## src/rtl/data_path_rf.sv

```systemverilog
// data_path_rf: parametrised datapath with a general register file, PC, MAR, IR and CCR,
// an 8-function ALU, two bus multiplexers and a memory-ready stall.
//
// Optional feature: define DP_SP_EN to add an ADDR_W-bit stack pointer with SP_Inc/SP_Dec
// ports; Bus1_Sel=11 then selects SP instead of zero.
//
// Ports:
//   Clk, Reset                 rising-edge clock, asynchronous active-high reset
//   from_memory, mem_ready     memory read data and its valid strobe
//   ALU_Sel                    ALU function (add, sub, and, or, xor, inc, dec, pass A)
//   Bus1_Sel, Bus2_Sel         bus source selects
//   Src_A, Src_B, Dst          register indices (ALU operands / Bus1 source, write target)
//   Reg_Load, IR_Load, MAR_Load, PC_Load, PC_Inc, CCR_Load   register update strobes
//   SP_Inc, SP_Dec             stack pointer step (DP_SP_EN only)
//   address                    MAR
//   to_memory                  Bus1
//   IR_out, CCR_Result         IR and registered NZVC
//   stall                      combinational; no register updates this cycle
module data_path_rf #(
    parameter int unsigned DATA_W    = 8,
    parameter int unsigned ADDR_W    = 8,
    parameter int unsigned NUM_REGS  = 4,
    parameter int unsigned REG_SEL_W = $clog2(NUM_REGS)
) (
    input  logic                 Clk,
    input  logic                 Reset,
    input  logic [DATA_W-1:0]    from_memory,
    input  logic                 mem_ready,
    input  logic [2:0]           ALU_Sel,
    input  logic [1:0]           Bus1_Sel,
    input  logic [1:0]           Bus2_Sel,
    input  logic [REG_SEL_W-1:0] Src_A,
    input  logic [REG_SEL_W-1:0] Src_B,
    input  logic [REG_SEL_W-1:0] Dst,
    input  logic                 Reg_Load,
    input  logic                 IR_Load,
    input  logic                 MAR_Load,
    input  logic                 PC_Load,
    input  logic                 PC_Inc,
    input  logic                 CCR_Load,
`ifdef DP_SP_EN
    input  logic                 SP_Inc,
    input  logic                 SP_Dec,
`endif
    output logic [ADDR_W-1:0]    address,
    output logic [DATA_W-1:0]    to_memory,
    output logic [DATA_W-1:0]    IR_out,
    output logic [3:0]           CCR_Result,
    output logic                 stall
);

    localparam int unsigned Msb = DATA_W - 1;

    logic [ADDR_W-1:0] pc_q, pc_d;
    logic [ADDR_W-1:0] mar_q, mar_d;
    logic [DATA_W-1:0] ir_q, ir_d;
    logic [3:0]        ccr_q, ccr_d;
    logic [DATA_W-1:0] rf_q [NUM_REGS];
    logic [DATA_W-1:0] rf_d [NUM_REGS];
`ifdef DP_SP_EN
    logic [ADDR_W-1:0] sp_q, sp_d;
`endif

    logic [DATA_W-1:0] op_a, op_b;
    logic [DATA_W-1:0] bus1, bus2;

    // ALU signals
    logic [DATA_W-1:0] alu_y;
    logic [DATA_W-1:0] arith_b;
    logic [DATA_W:0]   arith_ext;
    logic              arith_en, arith_sub;
    logic              alu_c, alu_v;
    logic [3:0]        alu_nzvc;

    assign op_a = rf_q[Src_A];
    assign op_b = rf_q[Src_B];

    always_comb begin
        alu_y     = '0;
        alu_c     = 1'b0;
        alu_v     = 1'b0;
        arith_en  = 1'b0;
        arith_sub = 1'b0;
        arith_b   = op_b;
        arith_ext = '0;
        case (ALU_Sel)
            3'b000: arith_en = 1'b1;
            3'b001: begin
                arith_en  = 1'b1;
                arith_sub = 1'b1;
            end
            3'b010: alu_y = op_a & op_b;
            3'b011: alu_y = op_a | op_b;
            3'b100: alu_y = op_a ^ op_b;
            3'b101: begin
                arith_en = 1'b1;
                arith_b  = DATA_W'(1);
            end
            3'b110: begin
                arith_en  = 1'b1;
                arith_sub = 1'b1;
                arith_b   = DATA_W'(1);
            end
            default: alu_y = op_a;
        endcase
        if (arith_en) begin
            if (arith_sub) begin
                // Top bit of the widened difference is set exactly when A < B (borrow).
                arith_ext = {1'b0, op_a} - {1'b0, arith_b};
                alu_v     = (op_a[Msb] != arith_b[Msb]) && (arith_ext[Msb] != op_a[Msb]);
            end else begin
                arith_ext = {1'b0, op_a} + {1'b0, arith_b};
                alu_v     = (op_a[Msb] == arith_b[Msb]) && (arith_ext[Msb] != op_a[Msb]);
            end
            alu_c = arith_ext[DATA_W];
            alu_y = arith_ext[DATA_W-1:0];
        end
    end

    assign alu_nzvc = {alu_y[Msb], (alu_y == '0), alu_v, alu_c};

    // Bus1: address-width sources are zero-extended.
    always_comb begin
        bus1 = '0;
        case (Bus1_Sel)
            2'b00: bus1[ADDR_W-1:0] = pc_q;
            2'b01: bus1 = op_a;
            2'b10: bus1 = op_b;
            default: begin
`ifdef DP_SP_EN
                bus1[ADDR_W-1:0] = sp_q;
`else
                bus1 = '0;
`endif
            end
        endcase
    end

    always_comb begin
        case (Bus2_Sel)
            2'b00:   bus2 = alu_y;
            2'b01:   bus2 = bus1;
            2'b10:   bus2 = from_memory;
            default: bus2 = '0;
        endcase
    end

    // Only a pending load that depends on memory data can stall.
    assign stall = (Bus2_Sel == 2'b10) && !mem_ready &&
                   (Reg_Load || IR_Load || MAR_Load || PC_Load || PC_Inc || CCR_Load);

    always_comb begin
        pc_d  = pc_q;
        mar_d = mar_q;
        ir_d  = ir_q;
        ccr_d = ccr_q;
        rf_d  = rf_q;
        if (!stall) begin
            if (PC_Load) begin
                pc_d = bus2[ADDR_W-1:0];
            end else if (PC_Inc) begin
                pc_d = pc_q + ADDR_W'(1);
            end
            if (MAR_Load) mar_d = bus2[ADDR_W-1:0];
            if (IR_Load) ir_d = bus2;
            if (CCR_Load) ccr_d = alu_nzvc;
            if (Reg_Load) rf_d[Dst] = bus2;
        end
    end

`ifdef DP_SP_EN
    always_comb begin
        sp_d = sp_q;
        if (!stall) begin
            if (SP_Inc && !SP_Dec) begin
                sp_d = sp_q + ADDR_W'(1);
            end else if (SP_Dec && !SP_Inc) begin
                sp_d = sp_q - ADDR_W'(1);
            end
        end
    end

    always_ff @(posedge Clk or posedge Reset) begin
        if (Reset) begin
            sp_q <= '1;
        end else begin
            sp_q <= sp_d;
        end
    end
`endif

    always_ff @(posedge Clk or posedge Reset) begin
        if (Reset) begin
            pc_q  <= '0;
            mar_q <= '0;
            ir_q  <= '0;
            ccr_q <= '0;
            rf_q  <= '{default: '0};
        end else begin
            pc_q  <= pc_d;
            mar_q <= mar_d;
            ir_q  <= ir_d;
            ccr_q <= ccr_d;
            rf_q  <= rf_d;
        end
    end

    assign address    = mar_q;
    assign to_memory  = bus1;
    assign IR_out     = ir_q;
    assign CCR_Result = ccr_q;

endmodule

```

## config.mk

```make
export PLATFORM = sky130hd
export DESIGN_NAME = data_path_rf
export DESIGN_NICKNAME = d
export VERILOG_FILES = /design/src/rtl/data_path_rf.sv
export SDC_FILE = /design/constraint.sdc
export NUM_CORES = 1
export LEC_CHECK = 0
export ABC_AREA = 1
export BUFFER_PORTS_ARGS = -buffer_cell sky130_fd_sc_hd__buf_2
export CAP_MARGIN = 20
export CORE_AREA = 2 2 143 110
export DETAILED_ROUTE_END_ITERATION = 10
export DIE_AREA = 0 0 145 112
export SKIP_LAST_GASP = 1
export SLEW_MARGIN = 20
export SYNTH_ARGS = -nofsm -noshare
export SYNTH_HDL_FRONTEND = slang
export SYNTH_SLANG_ARGS = --single-unit
```

## constraint.sdc

```tcl
create_clock -name Clk -period 3.9 [get_ports Clk]
set_clock_uncertainty 0.15 [all_clocks]
set_input_delay 0.78 -clock Clk [delete_from_list [all_inputs] [get_ports Clk]]
set_output_delay 0.78 -clock Clk [all_outputs]
set_load 0.01 [all_outputs]
```

==> flow_summary.yaml <==
die:
  ios: 59
  num_rows: 39
  die_area_mm2: 0.01624
  die_y_um: 112
  dieWidth_um: 145
  core_mm2: 0.01488
  start_util_pct: 34.43
synthesis:
  synth_top_area_share_pct: 29.30
  synth_ff_type: "dfrtp_1"
  synth_top_family_by_area: "simple AND/OR/NAND/NOR gates"
  synth_warnings: 0
  ys_async_sr_fraction_pct: 100.0
  synth_edf_count: 0
  synthMuxAreaShare_pct: 0.5861
  ys_seq_area_share_pct: 29.30
  synthXorXnorAreaFrac_pct: 1.026
  avgSynthCellArea_um2: 6.832
  synth_compound_area_share_pct: 13.92
  synth_adder_area_share_pct: 8.840
  yosys.area_share.simple_pct: 34.82
  syn_area_mm2: 0.005124
  synth_cells: 750
  synth.area.top_cells: "dfrtp_1, nand2_1, ha_1"
  synth_cell_types: 47
  ys_ff_latch: 60
  synth_fp_nets: 815
  synth_largest_area_cell: "dfrtp_1"
routing:
  wirelength_um: 15840
  dr.pass1.iters: 5
  vias: 5076
  drt_iter0_markers: 510
  drc: 0
  wl_per_cell_um: 15.43
  viasPerCell: 4.947
  ant_nets: 0
cts:
  clock-sinks: 60
  clkTransAtPathRegs_ns: 0.05
  cts-buffers-inserted: 9
  cts_buffer_depth: 2
  hold_buffers: 0
  cts_max_level: 3
  cts-resized-gates: 0
  clock_latency_ns: 0.33
  cts_tree: "built"
  post_cts_buffers: 0
  cts_root_buf: "clkbuf_16"
place:
  placed_cell_area_mm2: 0.005620
  hpwl_um: 12380
  port_buffers: 58
  dp.cells: 1010
  gp_congestion: 0.9626
worst_setup_path:
  crit_type: "in2reg"
  end_kind: "flop"
  startpoint_type: "primary input"
  crit_fanout: 17
  arrival_ns: 3.48
  required_ns: 4.01
final_layout:
  fin_area_mm2: 0.005946
  syn2layout_area_growth_pct: 16.04
  layout_common_cells: "nand2_1, inv_1, nand3_1"
  layout_commonest_cell: "nand2_1"
  n_fill_cell: 1538
  final-instance-count-excl-fill: 1026
  drive_above_1_share_pct: 20.22
  final_nets: 881
  diodes: 0
grt:
  track_usage_pct: 20.03
  grt_max_degree: 37
  grt_pass1_wl_um: 25620
  grt_pass1_vias: 4651
  grt_overflow: 0
  antenna_found_initial: 0
power_and_ir_drop:
  power_leakage_uw: 0.003087
  p_per_area_mw_per_mm2: 474.4
  ir_drop_mv: 0.2301
timing:
  rsz0062_at_grt: "no"
  fin_crit_ns: 3.366
  slew_violations: 0
  setup_tns_ns: 0
  finalHoldViolCount: 0
  tightest_slew_ns: 0.8850
  maxSlewHeadroom_pct: 40.78
  fin_crit_sh_pct: 86.32
  max_freq_mhz: 297.1
  finalSetupViolCount: 0
hold_path:
  hold_class: "reg2reg"
run_status:
  outcome: "finished, final reports clean"
job:
  maxCapViolCount: 0
[cell families (layout without fill, tap and decap cells)]
group                      count (synthesis)  after routing
buffers and inverters                    129            200
and+or+nand+nor                          407            407
AOI/OAI and AO/OA                        111            111
DFF                                       60             60
adders and majority gates                 35             35
muxes                                      2              2
xor gates and xnor gates                   6              6
[final timing paths]
| check | start | end | slack [ns] | depth (start not counted) |
|---|---|---|---|---|
| max reg2reg | rf_q[19]$_DFFE_PP0P_ | rf_q[23]$_DFFE_PP0P_ | 0.98 | 20 |
| min in group asynchronous | Reset | address[0]$_DFFE_PP0P_ | 0.42 | 2 |
| max in group asynchronous | Reset | rf_q[10]$_DFFE_PP0P_ | 2.34 | 3 |
| min | CCR_Result[0]$_DFFE_PP0P_ | CCR_Result[0]$_DFFE_PP0P_ | 0.33 | 2 |
| max | Src_B[0] | rf_q[23]$_DFFE_PP0P_ | 0.53 | 22 |
| min reg2reg | CCR_Result[0]$_DFFE_PP0P_ | CCR_Result[0]$_DFFE_PP0P_ | 0.33 | 2 |
[stage by stage]
step | utilization, % | hold slack, ns | setup WS (ns) | total power (uW)
6_report | 39.95 | 0.3310 | 0.5336 | 2820
5_1_grt | 39.95 | 0.3495 | 0.2524 | 3023
4_1_cts | 39.95 | 0.3353 | 0.5763 | 2824
3_5_place_dp | 37.76 | 0.3222 | 0.2428 | 1936
3_3_place_gp | 37.76 | 0.3120 | 0.3214 | 1934
2_1_floorplan | - | 0.3207 | 0.8181 | 1610
[synth_stat cells (9+ instances only)]
cell,n
a31oi_1,13
a21oi_1,19
dfrtp_1,60
o21ai_2,9
nand3_1,64
inv_1,99
nor2_1,51
o21ai_0,24
nand2_1,241
o21ai_1,24
inv_2,9
ha_1,33
nand2_2,23
[per-layer routing]
metal  vias to the layer above  global-route usage [%]  wire [um]
met5                         -                       0          0
met4                         0                   3.894        133
met3                        18                   4.508       1671
met2                       205                   27.05       6060
met1                      2328                   32.03       7970
li1                       2525                       -          -
[sequential cells by signal (all words and copies together) (netlist names)]
signal,count
CCR_Result,4
IR_out,8
pc_q,8
rf_q,32
address,8
[where the power goes]
part           internal (uW)  switching (uW)  total, uW  leakage (uW)
combinational            383             698       1080       0.00218
clock                    576             297        873      0.000159
sequential               748             119        867      0.000749
total                   1710            1110       2820       0.00309
[layout make-up]
cell class	count	area (um2)	area share, %
Inverter	112	434.2	7.302
Clock buffer	10	239.0	4.019
Multi-Input combinational cell	561	3033	51.01
Timing Repair Buffer	72	395.4	6.650
Clock inverter	6	86.33	1.452
Sequential cell	60	1501	25.25
Tap cell	205	256.5	4.314
[critical path: stages]
cell,delay [ns]
buf_2,0.22
inv_4,0.19
nand2_1,0.07
nand3_1,0.06
and2_1,0.18
inv_1,0.08
nor2_1,0.13
inv_1,0.06
ha_1,0.37
inv_1,0.13
nand2_1,0.08
nor2_1,0.11
nand3_1,0.11
nand2_1,0.13
nand2_1,0.06
nand3_1,0.07
nand3_1,0.12
nand2_1,0.12
nand2_1,0.13
nand2_2,0.16
nand2_1,0.06
o21ai_1,0.07
Power figures use the tool's default switching activity.
